===== src/rtl/mcu_pkg.sv =====
// Shared types and helpers for the multi-cycle execute controller.
package mcu_pkg;

   localparam int unsigned STALL_CNT_W = 32;

   typedef enum logic [1:0] {
      StIdle  = 2'd0,
      StWait  = 2'd1,
      StDone  = 2'd2,
      StDrain = 2'd3
   } mcu_state_e;

   // $clog2 that never returns less than 1, so select buses are never zero-width.
   function automatic int unsigned clog2_min1(input int unsigned n);
      int unsigned r;
      r = (n <= 32'd2) ? 32'd1 : 32'($clog2(n));
      return r;
   endfunction

endpackage


===== src/rtl/sat_counter.sv =====
// Saturating up-counter with synchronous clear; used for stall accounting and the watchdog.
module sat_counter #(
   parameter int unsigned W = 32
) (
   input  logic         clk_i,
   input  logic         reset_ni,
   input  logic         clr_i,
   input  logic         inc_i,
   output logic [W-1:0] count_o
);

   logic [W-1:0] count_d, count_q;

   always_comb begin
      count_d = count_q;
      if (clr_i) begin
         count_d = '0;
      end else if (inc_i && (count_q != '1)) begin
         count_d = count_q + W'(1);
      end
   end

   always_ff @(posedge clk_i) begin
      if (!reset_ni) begin
         count_q <= '0;
      end else begin
         count_q <= count_d;
      end
   end

   assign count_o = count_q;

endmodule


===== src/rtl/multicycle_exec_ctrl.sv =====
// Execute-stage sequencer for multi-cycle functional units: launch, stall, capture, flush/drain.
// Optional watchdog enabled by defining MCU_TIMEOUT_EN.
module multicycle_exec_ctrl
   import mcu_pkg::*;
#(
   parameter int unsigned NUM_UNITS      = 2,
   parameter int unsigned WIDTH          = 64,
   parameter int unsigned SEL_W          = clog2_min1(NUM_UNITS),
   parameter int unsigned TIMEOUT_CYCLES = 256
) (
   input  logic                       clk_i,
   input  logic                       reset_ni,
   input  logic                       issue_valid_i,
   input  logic [SEL_W-1:0]           issue_unit_i,
   input  logic                       flush_i,
   output logic [NUM_UNITS-1:0]       unit_start_o,
   input  logic [NUM_UNITS-1:0]       unit_done_i,
   input  logic [NUM_UNITS*WIDTH-1:0] unit_result_i,
   output logic                       stall_o,
   output logic [WIDTH-1:0]           result_o,
   output logic                       result_valid_o,
   output logic                       issue_err_o,
   output logic                       timeout_o,
   output logic [STALL_CNT_W-1:0]     stall_cycles_o
);

   mcu_state_e       state_d, state_q;
   logic [SEL_W-1:0] sel_d, sel_q;
   logic [WIDTH-1:0] result_d, result_q;
   logic             issue_ok;
   logic             launch;
   logic             sel_done;
   logic [WIDTH-1:0] sel_result;
   logic             timeout_hit;

   assign issue_ok = (32'(issue_unit_i) < NUM_UNITS);

   always_comb begin
      sel_done   = 1'b0;
      sel_result = '0;
      for (int unsigned i = 0; i < NUM_UNITS; i++) begin
         if (sel_q == SEL_W'(i)) begin
            sel_done   = unit_done_i[i];
            sel_result = unit_result_i[i*WIDTH +: WIDTH];
         end
      end
   end

   always_comb begin
      unit_start_o = '0;
      for (int unsigned i = 0; i < NUM_UNITS; i++) begin
         unit_start_o[i] = launch && (issue_unit_i == SEL_W'(i));
      end
   end

   always_comb begin
      state_d        = state_q;
      sel_d          = sel_q;
      result_d       = result_q;
      launch         = 1'b0;
      stall_o        = 1'b0;
      result_valid_o = 1'b0;
      issue_err_o    = 1'b0;
      unique case (state_q)
         StIdle: begin
            if (issue_valid_i) begin
               if (issue_ok) begin
                  launch  = 1'b1;
                  stall_o = 1'b1;
                  sel_d   = issue_unit_i;
                  state_d = StWait;
               end else begin
                  issue_err_o = 1'b1;
               end
            end
         end
         StWait: begin
            stall_o = 1'b1;
            // A squash beats a coincident completion; the result is dropped.
            if (flush_i) begin
               state_d = sel_done ? StIdle : StDrain;
            end else if (sel_done) begin
               result_d = sel_result;
               state_d  = StDone;
            end else if (timeout_hit) begin
               result_d = '0;
               state_d  = StDrain;
            end
         end
         StDone: begin
            result_valid_o = !flush_i;
            state_d        = StIdle;
         end
         StDrain: begin
            stall_o = issue_valid_i;
            if (sel_done) begin
               state_d = StIdle;
            end
         end
         default: state_d = StIdle;
      endcase
   end

   always_ff @(posedge clk_i) begin
      if (!reset_ni) begin
         state_q  <= StIdle;
         sel_q    <= '0;
         result_q <= '0;
      end else begin
         state_q  <= state_d;
         sel_q    <= sel_d;
         result_q <= result_d;
      end
   end

   assign result_o = result_q;

   sat_counter #(
      .W(STALL_CNT_W)
   ) u_stall_cnt (
      .clk_i   (clk_i),
      .reset_ni(reset_ni),
      .clr_i   (1'b0),
      .inc_i   (stall_o),
      .count_o (stall_cycles_o)
   );

`ifdef MCU_TIMEOUT_EN
   localparam int unsigned WdgW = clog2_min1(TIMEOUT_CYCLES + 1);

   logic [WdgW-1:0] wdg_cnt;
   logic            timeout_d, timeout_q;

   // Count holds at zero outside WAIT, so it restarts on every entry.
   sat_counter #(
      .W(WdgW)
   ) u_wdg (
      .clk_i   (clk_i),
      .reset_ni(reset_ni),
      .clr_i   (state_q != StWait),
      .inc_i   (state_q == StWait),
      .count_o (wdg_cnt)
   );

   assign timeout_hit = (wdg_cnt == WdgW'(TIMEOUT_CYCLES - 1));
   assign timeout_d   = (state_q == StWait) && !flush_i && !sel_done && timeout_hit;

   always_ff @(posedge clk_i) begin
      if (!reset_ni) begin
         timeout_q <= 1'b0;
      end else begin
         timeout_q <= timeout_d;
      end
   end

   assign timeout_o = timeout_q;
`else
   assign timeout_hit = 1'b0;
   assign timeout_o   = 1'b0;
`endif

endmodule


===== config.mk =====
export PLATFORM = sky130hd
export DESIGN_NAME = multicycle_exec_ctrl
export DESIGN_NICKNAME = d
export VERILOG_FILES = /design/src/rtl/mcu_pkg.sv /design/src/rtl/sat_counter.sv /design/src/rtl/multicycle_exec_ctrl.sv
export SDC_FILE = /design/constraint.sdc
export NUM_CORES = 1
export LEC_CHECK = 0
export CORE_MARGIN = 4
export CORE_UTILIZATION = 54
export DETAILED_ROUTE_END_ITERATION = 8
export DONT_BUFFER_PORTS = 1
export PLACE_DENSITY_LB_ADDON = 0.1
export SYNTH_ARGS = -nofsm -noshare
export SYNTH_HDL_FRONTEND = slang
export SYNTH_SLANG_ARGS = --single-unit

===== constraint.sdc =====
create_clock -name clk_i -period 4 [get_ports clk_i]
set_input_delay 1 -clock clk_i [delete_from_list [all_inputs] [get_ports clk_i]]
set_output_delay 1 -clock clk_i [all_outputs]
set_load 0.02 [all_outputs]

Word level (Yosys, flattened, before mapping). Index checks and enable logic that the tools add are counted.

Register bits: 99.

Add/sub/neg operators: 1. Equality and inequality tests: 7. Muxes and demuxes: 12. Bitwise logic cells: 2. Reductions and logical operators: 8.

Operators with widths (count): $mux 64 (1); $add 32x1->32 const B (1); $ne 32x32->1 const B (1); $mux 2 (5); $pmux 2 s4 (1); $reduce_and 3->1 (2); $eq 2x2->1 const B (2); $mux 1 (4); $ne 2x2->1 const B (2); $logic_and 1x1->1 (3); $ne 3x3->1 const B (1); $pmux 1 s3 (1); $eq 2x1->1 const B (1); $logic_not 2->1 (1); $not 1->1 (2); $reduce_and 2->1 (1); $logic_not 1->1 (1).

Depth between registers and ports, before layout. Gate-level depths: netlist of run 1.

Word-level depth: 4. Depth in mapped cells: 9.

By module. A second synthesis of run 1 with hierarchy kept.

Cells, all modules: 524. Area, all modules: 4961.0 um^2.

By module, submodules not included: multicycle_exec_ctrl (times used 1, cells an instance 321, area each 3293.2 um^2, sequential area each 1341.3 um^2); sat_counter (times used 1, cells an instance 203, area each 1667.8 um^2, sequential area each 640.6 um^2).

Least setup slack after synthesis of run 1. No wires, ideal clock.

Path kind: in2out. From: input issue_valid_i. To: output stall_o. Arrival: 1593 ps. Required time: 3000 ps. Setup slack: 1407 ps. Stages on the path: 2. Path buffers: 0. Cells stage by stage: nand2b_1 -> a21oi_1.

Longest elaborated chain between the ends: 2.

Ends and longest elaborated chain: from (decl) (RTL line multicycle_exec_ctrl.sv:13) `input logic issue_valid_i,`; $mux 1 (RTL line multicycle_exec_ctrl.sv:66) `if (issue_valid_i) begin`; $pmux 1 s3 (*) (RTL line multicycle_exec_ctrl.sv:64) `unique case (state_q)`; to (decl) (RTL line multicycle_exec_ctrl.sv:19) `output logic stall_o,`.

Mark *: on every way between the ends. The rest lies on a longest branch, timed or not.

Final worst setup path of run 1.
From: register state_q[0]. To: output stall_o.

Longest elaborated chain between the ends: 2.

Ends and longest elaborated chain: from (decl) (RTL line multicycle_exec_ctrl.sv:27) `mcu_state_e state_d, state_q;`; from (signal assigned) (RTL line multicycle_exec_ctrl.sv:106) `state_q <= StIdle;`; from (signal assigned) (RTL line multicycle_exec_ctrl.sv:110) `state_q <= state_d;`; $eq 2x2->1, or another cell as far along (RTL line multicycle_exec_ctrl.sv:64); $pmux 1 s3 (*) (RTL line multicycle_exec_ctrl.sv:64).

Marked as above.

==> metrics.md, run 1 <==
| Metric | Value |
|---|---|
| Post-synth EDFFs | `0` |
| Grt peak-use layer | `met2` |
| Pin count of the biggest net entering global routing | `129` |
| Part of the Yosys area used for sequential elements | `0.4241` |
| Placement Setup Slack | `1.044 ns` |
| GP Congestion | `0.8584` |
| Most frequent cells in the layout | `98 x dfxtp_1, 76 x nor2_1, 66 x mux2i_1` |
| WP buf/inv | `1` |
| CP max stage cell | `a21oi_1` |
| Yosys top cell area share | `0.4241` |
| Antenna-violating nets left | `0` |
| First-pass GRT wire length | `17620 um` |
| Crit path time final | `2.996 ns` |
| DR iter-0 viols | `106` |
| Fin nets | `630` |
| Die X-Extent | `101.0 um` |
| DRT Wirelength | `11540 um` |
| Maximum fanout along the worst path | `4` |
| Total Neg Setup Slack | `0 ns` |
| Remaining global-route overflow | `0` |
| Worst Tran Pin Value | `1.029 ns` |
| Synth Warn # | `0` |
| Initial core utilization | `0.5631` |
| Commonest non-fill, non-tap cell in the layout | `dfxtp_1` |
| Met3 Track Usage GR | `0.08304` |
| VDD IR max | `0.1780 mV` |
| Via density per instance | `6.157` |
| Final period util | `0.7490` |
| Synthesized area | `4673 um^2` |
| Fraction of registers with async set/reset | `0` |
| Hold Fails Final Rpt | `0` |
| I/O pins | `237` |
| Setup slack after layout | `1.004 ns` |
| Met2 usage in global routing | `0.3570` |
| Worst setup EP type | `output port` |
| Die area | `10210 um^2` |
| Clk_lat worst skew | `0.36 ns` |
| Post-detail-place hpwl | `8514 um` |
| DRC | `0` |
| Root Driver | `clkbuf_8` |
| Power Dens Cells | `419.6 nW/um^2` |
| CORE AREA | `8299 um^2` |
| PostCTS Resize Cnt | `0` |
| WP data arrival | `2.00 ns` |
| Synth top area cells | `dfxtp_1 42%, mux2i_1 14%, a211oi_1 10%` |
| Area grow syn2layout | `3.802%` |
| Initial antenna violation count | `0` |
| Worst path cell trace | `inv_1, ha_1, nand2b_1, a21oi_1` |
| Layout cells sized above 1 | `0.05668` |
| Non-filler cells, final | `599` |
| Design Power | `2036 uW` |
| Critical path required time | `3.00 ns` |
| Yosys reg bits | `99` |
| RSZ-0062 raised after global routing | `false` |
| Vias in the first global route | `3501` |
| GRT Overall Usage | `0.2152` |
| Largest area contributor in the netlist | `dfxtp_1` |
| Placed cells | `583` |
| CTS Buf Count | `9` |
| Synth cell types | `42` |
| Final core occ | `0.5845` |
| CP top delay family | `compound AO/OA/AOI/OAI gates` |
| # diodes | `0` |
| Startpoint types | `register` |
| Post-synth top flop | `dfxtp_1` |
| I/O Buffers | `0` |
| Row cnt | `33` |
| Hold Path Class | `register to register` |
| Maximum root-to-sink buffer count | `2` |
| Final setup violation count | `0` |
| Crit path largest cell delay | `0.67 ns` |
| Syn Inst Count | `513` |
| Max H-tree Level | `3` |
| Fin. max-slew vios | `0` |
| Leak | `0.001458 uW` |
| First-pass iteration count of the detailed router | `4` |
| Skew final | `0.01053 ns` |
| Die height | `101.0 um` |
| Met1 Resource Use GR | `0.2603` |
| Max Clk Rate | `333.8 MHz` |
| Postcts setup bufs | `0` |
| Synthesized area per cell | `9.110 um^2` |
| Vias | `3688` |
| CTS sink count | `99` |
| Hold_buf cts | `0` |
| Max-cap viol count | `0` |
| CTS tree | `yes` |
| Outcome | `finished, final reports clean` |
| Slew headroom | `0.3140` |
| Wire per inst | `19.26 um` |
| Clk slew on worst S/H paths | `0.09 ns` |
| CP Class | `register to output port` |
[worst register-to-register path, stage by stage (launching register included)]
cell      delay [ns]
dfxtp_1         0.37
inv_1           0.10
ha_1            0.29
nand2b_1        0.21
a21oi_1         0.67
nand4_1         0.39
or4_1           0.50
a21oi_1         0.14
[flip-flops by register name, indices dropped and copies added, names as in the netlist]
| signal | cells |
|---|---|
| result_o | 64 |
| state_q | 2 |
| u_stall_cnt.count_o | 32 |
| sel_q | 1 |
[kinds of logic (layout without fill, tap and decap cells)]
logic type	count (synthesis)	in the layout	share of synthesized area
and+or+nand+nor	161	161	0.1705
AOI/OAI and AO/OA	126	126	0.1912
DFF	99	99	0.4241
muxes	66	66	0.1414
buffers and inverters	48	28	0.04471
adders and majority gates	6	6	0.01606
xor gates and xnor gates	6	6	0.01124
other	1	2	0.0008024
[Yosys cell counts (2+ instances only)]
| master | count |
|---|---|
| nand2_1 | 20 |
| o31ai_1 | 11 |
| o211ai_1 | 3 |
| or3_1 | 12 |
| o21ai_0 | 8 |
| a211oi_1 | 65 |
| o21ai_1 | 8 |
| clkbuf_1 | 27 |
| nor2_1 | 76 |
| dfxtp_1 | 99 |
| xor2_1 | 5 |
| nand2b_1 | 3 |
| inv_1 | 9 |
| buf_1 | 6 |
| buf_2 | 2 |
| ha_1 | 6 |
| and3_1 | 3 |
| o2111ai_1 | 2 |
| nand4_1 | 9 |
| mux2i_1 | 66 |
| nand3_1 | 13 |
| a21oi_1 | 24 |
| nor3_1 | 3 |
| nor2b_1 | 2 |
| buf_4 | 2 |
| or4_1 | 11 |
| and4_1 | 3 |
[area by class of cell]
cell class | instances | area, um^2
fill | 731 | 3448
multi-input combinational | 367 | 2496
sequential | 99 | 1986
tap | 105 | 131.4
clock buffer | 10 | 127.6
clock inverter | 6 | 41.29
timing repair buffer | 3 | 35.03
inverter | 9 | 33.78
[through the flow]
| stage | area, um^2 | hold slack, ns |
|---|---|---|
| finish | 4851 | 0.5167 |
| CTS | 4846 | 0.5223 |
| floorplan | 4677 | 0.4802 |
| global route | 4851 | 0.5803 |
| detailed placement | 4677 | 0.5105 |
| global placement | 4677 | 0.5011 |
[where the power goes]
group	total, uW	internal [uW]	switching [uW]
logic	288	115	173
clock network	574	227	347
registers	1170	1050	124
[worst paths after layout]
kind / start / depth (start not counted) / end / slack [ns]
min: state_q[1] / 2 / state_q[1] / 0.52
min reg2reg: state_q[1] / 2 / state_q[1] / 0.52
max: state_q[0] / 4 / stall_o / 1.00
max reg2reg: state_q[0] / 7 / u_stall_cnt.count_o[28] / 1.26
[metal layers]
layer | vias up | share of wire
met4 | 0 | 0.0094
met3 | 10 | 0.10
met5 | - | 0
li1 | 1853 | -
met1 | 1677 | 0.39
met2 | 148 | 0.50
Power figures use the tool's default switching activity.
==> run 2: changes to the inputs <==
Clock period 4 ns to 2.61 ns, I/O delays scaled along.
==> run 2 against run 1 <==
Worst hold slack got worse by 0.093 ns; power rose by 55%; clock power rose by 54%; critical path depth rose by 4; clock skew rose by 0.0014 ns; register-to-register slack got worse by 1.1 ns; sequential share of layout area fell by 2.2 points; critical endpoint is now u_stall_cnt.count_o[31]; largest power group unchanged.
==> metrics.md, run 2 (synthesis gave the netlist of run 1 again) <==
| Metric | Value |
|---|---|
| First-pass iteration count of the detailed router | `4` |
| Fin nets | `663` |
| Combinational power share | `0.153` |
| Fill count | `741` |
| Max H-tree Level | `3` |
| VDD IR max | `0.3309 mV` |
| CTS sink count | `99` |
| Post-detail-place hpwl | `9013 um` |
| Worst Tran Pin Value | `0.5996 ns` |
| Clk_lat worst skew | `0.35 ns` |
| Max-cap viol count | `0` |
| Crit path time final | `2.460 ns` |
| Switching Share | `0.3164` |
| Via density per instance | `6.185` |
| Leak | `0.001630 uW` |
| Outcome | `finished, final reports clean` |
| First-pass GRT wire length | `18630 um` |
| Max Clk Rate | `406.6 MHz` |
| Final setup violation count | `0` |
| Maximum fanout along the worst path | `13` |
| GP Congestion | `0.8108` |
| CTS tree | `yes` |
| Clk slew on worst S/H paths | `0.09 ns` |
| Vias in the first global route | `3749` |
| Wire per inst | `19.53 um` |
| WP data arrival | `2.74 ns` |
| Layout cells sized above 1 | `0.1157` |
| Row cnt | `33` |
| CP Class | `register to register` |
| Remaining global-route overflow | `0` |
| Clk network pwr share | `0.279` |
| I/O pins | `237` |
| GRT Overall Usage | `0.2263` |
| Final core occ | `0.6184` |
| Die X-Extent | `101.0 um` |
| Register area | `1987 um^2` |
| Startpoint types | `register` |
| DRC | `0` |
| Commonest non-fill, non-tap cell in the layout | `dfxtp_1` |
| CTS Buf Count | `9` |
| Area grow syn2layout | `9.826%` |
| Die height | `101.0 um` |
| I/O Buffers | `0` |
| Max reg flops | `64` |
| Skew final | `0.01188 ns` |
| CORE AREA | `8299 um^2` |
| DR iter-0 viols | `130` |
| Die area | `10210 um^2` |
| Vias | `3909` |
| Design Power | `3161 uW` |
| Worst setup EP type | `register` |
| Seq pwr share | `0.568` |
| Slew headroom | `0.5993` |
| Critical path required time | `2.89 ns` |
| DP Area | `4922 um^2` |
| Pin count of the biggest net entering global routing | `129` |
| Hold Path Class | `input port to register` |
| DRT Wirelength | `12340 um` |
| Fin. max-slew vios | `0` |
| Maximum root-to-sink buffer count | `2` |
| Antenna-violating nets left | `0` |
| Final period util | `0.9424` |
| Initial antenna violation count | `0` |
| Initial core utilization | `0.5631` |
| Hold Fails Final Rpt | `0` |
| Switching Power | `1000 uW` |
| Most frequent cells in the layout | `97 x dfxtp_1, 76 x nor2_1, 66 x mux2i_1` |
| Power Dens Cells | `615.9 nW/um^2` |
| Cell internal pwr | `2161 uW` |
| Design area | `5132 um^2` |
| Multi-input logic area | `2521 um^2` |
| Root Driver | `clkbuf_8` |
| # diodes | `0` |
[run 2: area by class of cell]
cell class	count	area share
clock buffer	11	0.02560
multi-input combinational	368	0.4912
clock inverter	5	0.007801
timing repair buffer	35	0.05607
tap	105	0.02560
sequential	99	0.3871
inverter	9	0.006582
[run 2: path summary, 6_finish.rpt]
kind,end,slack (ns),start,cells after the start
worst max register to register,u_stall_cnt.count_o[31],0.15,state_q[0],8
worst max-delay path,u_stall_cnt.count_o[31],0.15,state_q[0],8
worst min register to register,state_q[1],0.50,state_q[1],2
worst min-delay path,u_stall_cnt.count_o[7],0.42,reset_ni,1
[run 2: timing repair]
item,4_1_cts,5_1_grt
hold buffers,0,0
endpoints found under the hold margin,0,0
resized for setup,0,3
setup buffers,0,1
setup endpoints to repair,0,12
[run 2: metal layers]
metal | track usage | vias up | wire, um
met5 | 0 | - | 0
met4 | 0.07055 | 0 | 207
met3 | 0.08512 | 17 | 1240
met2 | 0.3747 | 174 | 6041
met1 | 0.2723 | 1798 | 4853
li1 | - | 1920 | -
[run 2: power by group through the flow]
stage	logic [uW]	registers, uW	clock network, uW
5_1_grt	545	1810	969
4_1_cts	485	1800	912
6_report	485	1790	882
3_3_place_gp	465	1830	0
3_5_place_dp	484	1830	0
2_1_floorplan	385	1810	0
[run 2: through the flow]
stage,setup TNS (ns),hold WS [ns],instances,worst slack (ns)
floorplan,0,0.4802,514,0.3189
global placement,0,0.4913,614,0.1331
detailed placement,0,0.5140,614,0.05093
CTS,0,0.4046,630,0.007340
global route,-0.01788,0.4042,632,-0.01788
finish,0,0.4233,632,0.1505
[run 2: critical path, stage by stage (launching register included)]
cell,delay [ns]
dfxtp_1,0.37
inv_1,0.10
ha_1,0.29
nand2b_1,0.23
a2111oi_4,0.32
buf_4,0.21
o311ai_4,0.18
or4_1,0.54
a21oi_1,0.14
==> run 3: changes to the inputs <==
Settings changed: ABC_CLOCK_PERIOD_IN_PS from default to 2610, CELL_PAD_IN_SITES_DETAIL_PLACEMENT from default to 0, CELL_PAD_IN_SITES_GLOBAL_PLACEMENT from default to 2, CORE_UTILIZATION 54 to 31, MAX_ROUTING_LAYER from default to met4.
==> run 3 against run 2 <==
Via count decreased by 0.31%; global-route usage decreased by 7.4 points; utilization decreased by 25 points; critical path depth unchanged; final cell count increased by 14%; flip-flop and latch count unchanged; worst hold slack improved by 0.010 ns; register-to-register slack got worse by 0.02 ns; clock power increased by 59%; clock skew decreased by 0.0063 ns; power increased by 17%; largest power group unchanged.
==> metrics.md, run 3 (synthesis gave the netlist of run 1 again) <==
| Metric | Value |
|---|---|
| WP data arrival | `2.76 ns` |
| Vias in the first global route | `3658` |
| Hold Crit Start | `reset_ni` |
| Slew headroom | `0.2870` |
| Root Driver | `clkbuf_16` |
| Maximum root-to-sink buffer count | `2` |
| Area grow syn2layout | `16.65%` |
| Wire per inst | `19.00 um` |
| Initial core utilization | `0.3191` |
| Remaining global-route overflow | `0` |
| Post-detail-place hpwl | `9991 um` |
| RSZ-0062 raised after global routing | `false` |
| Hold_buf cts | `0` |
| DRC | `0` |
| Startpoint types | `register` |
| Power Dens Cells | `677.9 nW/um^2` |
| Max H-tree Level | `3` |
| Max-cap viol count | `0` |
| Max reg flops | `64` |
| Leak | `0.001759 uW` |
| VDD IR max | `0.4170 mV` |
| GRT Overall Usage | `0.1526` |
| First-pass GRT wire length | `19600 um` |
| # diodes | `0` |
| Die X-Extent | `130.8 um` |
| First-pass iteration count of the detailed router | `4` |
| Fin nets | `672` |
| Worst Tran Pin Value | `1.070 ns` |
| CTS Buf Count | `9` |
| Total Neg Setup Slack | `0 ns` |
| Pin count of the biggest net entering global routing | `129` |
| Maximum fanout along the worst path | `13` |
| Initial antenna violation count | `0` |
| DR iter-0 viols | `161` |
| CTS sink count | `99` |
| I/O Buffers | `0` |
| Die height | `130.8 um` |
| Most frequent cells in the layout | `98 x dfxtp_1, 76 x nor2_1, 66 x mux2i_1` |
| Die area | `17100 um^2` |
| Reg2Reg Launch Point | `state_q[0]` |
| Clk slew on worst S/H paths | `0.07 ns` |
| Critical path required time | `2.89 ns` |
| Worst setup EP type | `register` |
| Clk_lat worst skew | `0.35 ns` |
| Commonest non-fill, non-tap cell in the layout | `dfxtp_1` |
| Via density per instance | `5.413` |
| Fill count | `1516` |
| Final period util | `0.9502` |
| Antenna-violating nets left | `0` |
| Hold Fails Final Rpt | `0` |
| Layout cells sized above 1 | `0.1325` |
| Critical Path Start | `state_q[0]` |
| Design Power | `3695 uW` |
| Fin. max-slew vios | `0` |
| CORE AREA | `14640 um^2` |
| Max Clk Rate | `403.2 MHz` |
| CTS tree | `yes` |
| Skew final | `0.005577 ns` |
| CP Class | `register to register` |
| DRT Wirelength | `13680 um` |
| Hold Path Class | `input port to register` |
| Final setup violation count | `0` |
| Row cnt | `44` |
| Outcome | `finished, final reports clean` |
| Crit path time final | `2.480 ns` |
| I/O pins | `237` |
| GP Congestion | `0.7816` |
| Vias | `3897` |
==> run 3: path summary, 6_finish.rpt <==
check                                          endpoint  slack [ns]  cells past startpoint
worst max-delay path            u_stall_cnt.count_o[29]        0.13                      8
worst max register to register  u_stall_cnt.count_o[29]        0.13                      8
worst min-delay path             u_stall_cnt.count_o[7]        0.43                      1
worst min register to register   u_stall_cnt.count_o[2]        0.53                      2
==> run 3: cell type report <==
cell class                 instances  area, um^2  share of cell area
clock buffer                      11       252.7             0.04636
tap                              184       230.2             0.04223
inverter                           9       33.78            0.006197
clock inverter                     5       60.06             0.01102
timing repair buffer              44       367.9             0.06748
sequential                        99        1986              0.3642
multi-input combinational        368        2521              0.4625
==> run 3: where the power goes <==
group / internal [uW] / total [uW] / switching, uW
registers: 1610 / 1780 / 173
logic: 209 / 514 / 306
clock network: 799 / 1400 / 601
total: 2620 / 3700 / 1080
==> run 3: worst max-delay path, stage by stage (launching register included) <==
cell and delay (ns):
dfxtp_1 0.37, inv_1 0.10, ha_1 0.29, nand2b_1 0.22, a2111oi_4 0.31, buf_4 0.19, o311ai_4 0.23, or4_1 0.56
a21oi_1 0.15
==> run 3: through the flow <==
| step | setup WS [ns] | hold WS [ns] | cells | area (um^2) | util |
|---|---|---|---|---|---|
| after floorplan | 0.3189 | 0.4802 | 514 | 4677 | - |
| after global placement | 0.07920 | 0.4987 | 702 | 5101 | 0.3483 |
| after detailed placement | 0.02542 | 0.5191 | 702 | 5101 | 0.3483 |
| after CTS | 0.001025 | 0.4111 | 718 | 5414 | 0.3697 |
| after global routing | 0.005854 | 0.4172 | 720 | 5451 | 0.3723 |
| final | 0.1301 | 0.4336 | 720 | 5451 | 0.3723 |
==> run 3: routing by layer <==
layer  wire length (um)  track usage  vias up
li1                   -            -     1942
met5                  0            -        -
met1               5515       0.1738     1784
met2               6749       0.2513      158
met3               1207      0.05366       13
met4                208      0.04961        0
==> run 3: what timing repair did <==
action / CTS / global route
resized for setup: 0 / 2
buffers inserted: 0 / 1
pin swaps: 1 / 2
cloned: 0 / 1
endpoints found under the setup margin: 1 / 10
hold endpoints to repair: 0 / 0
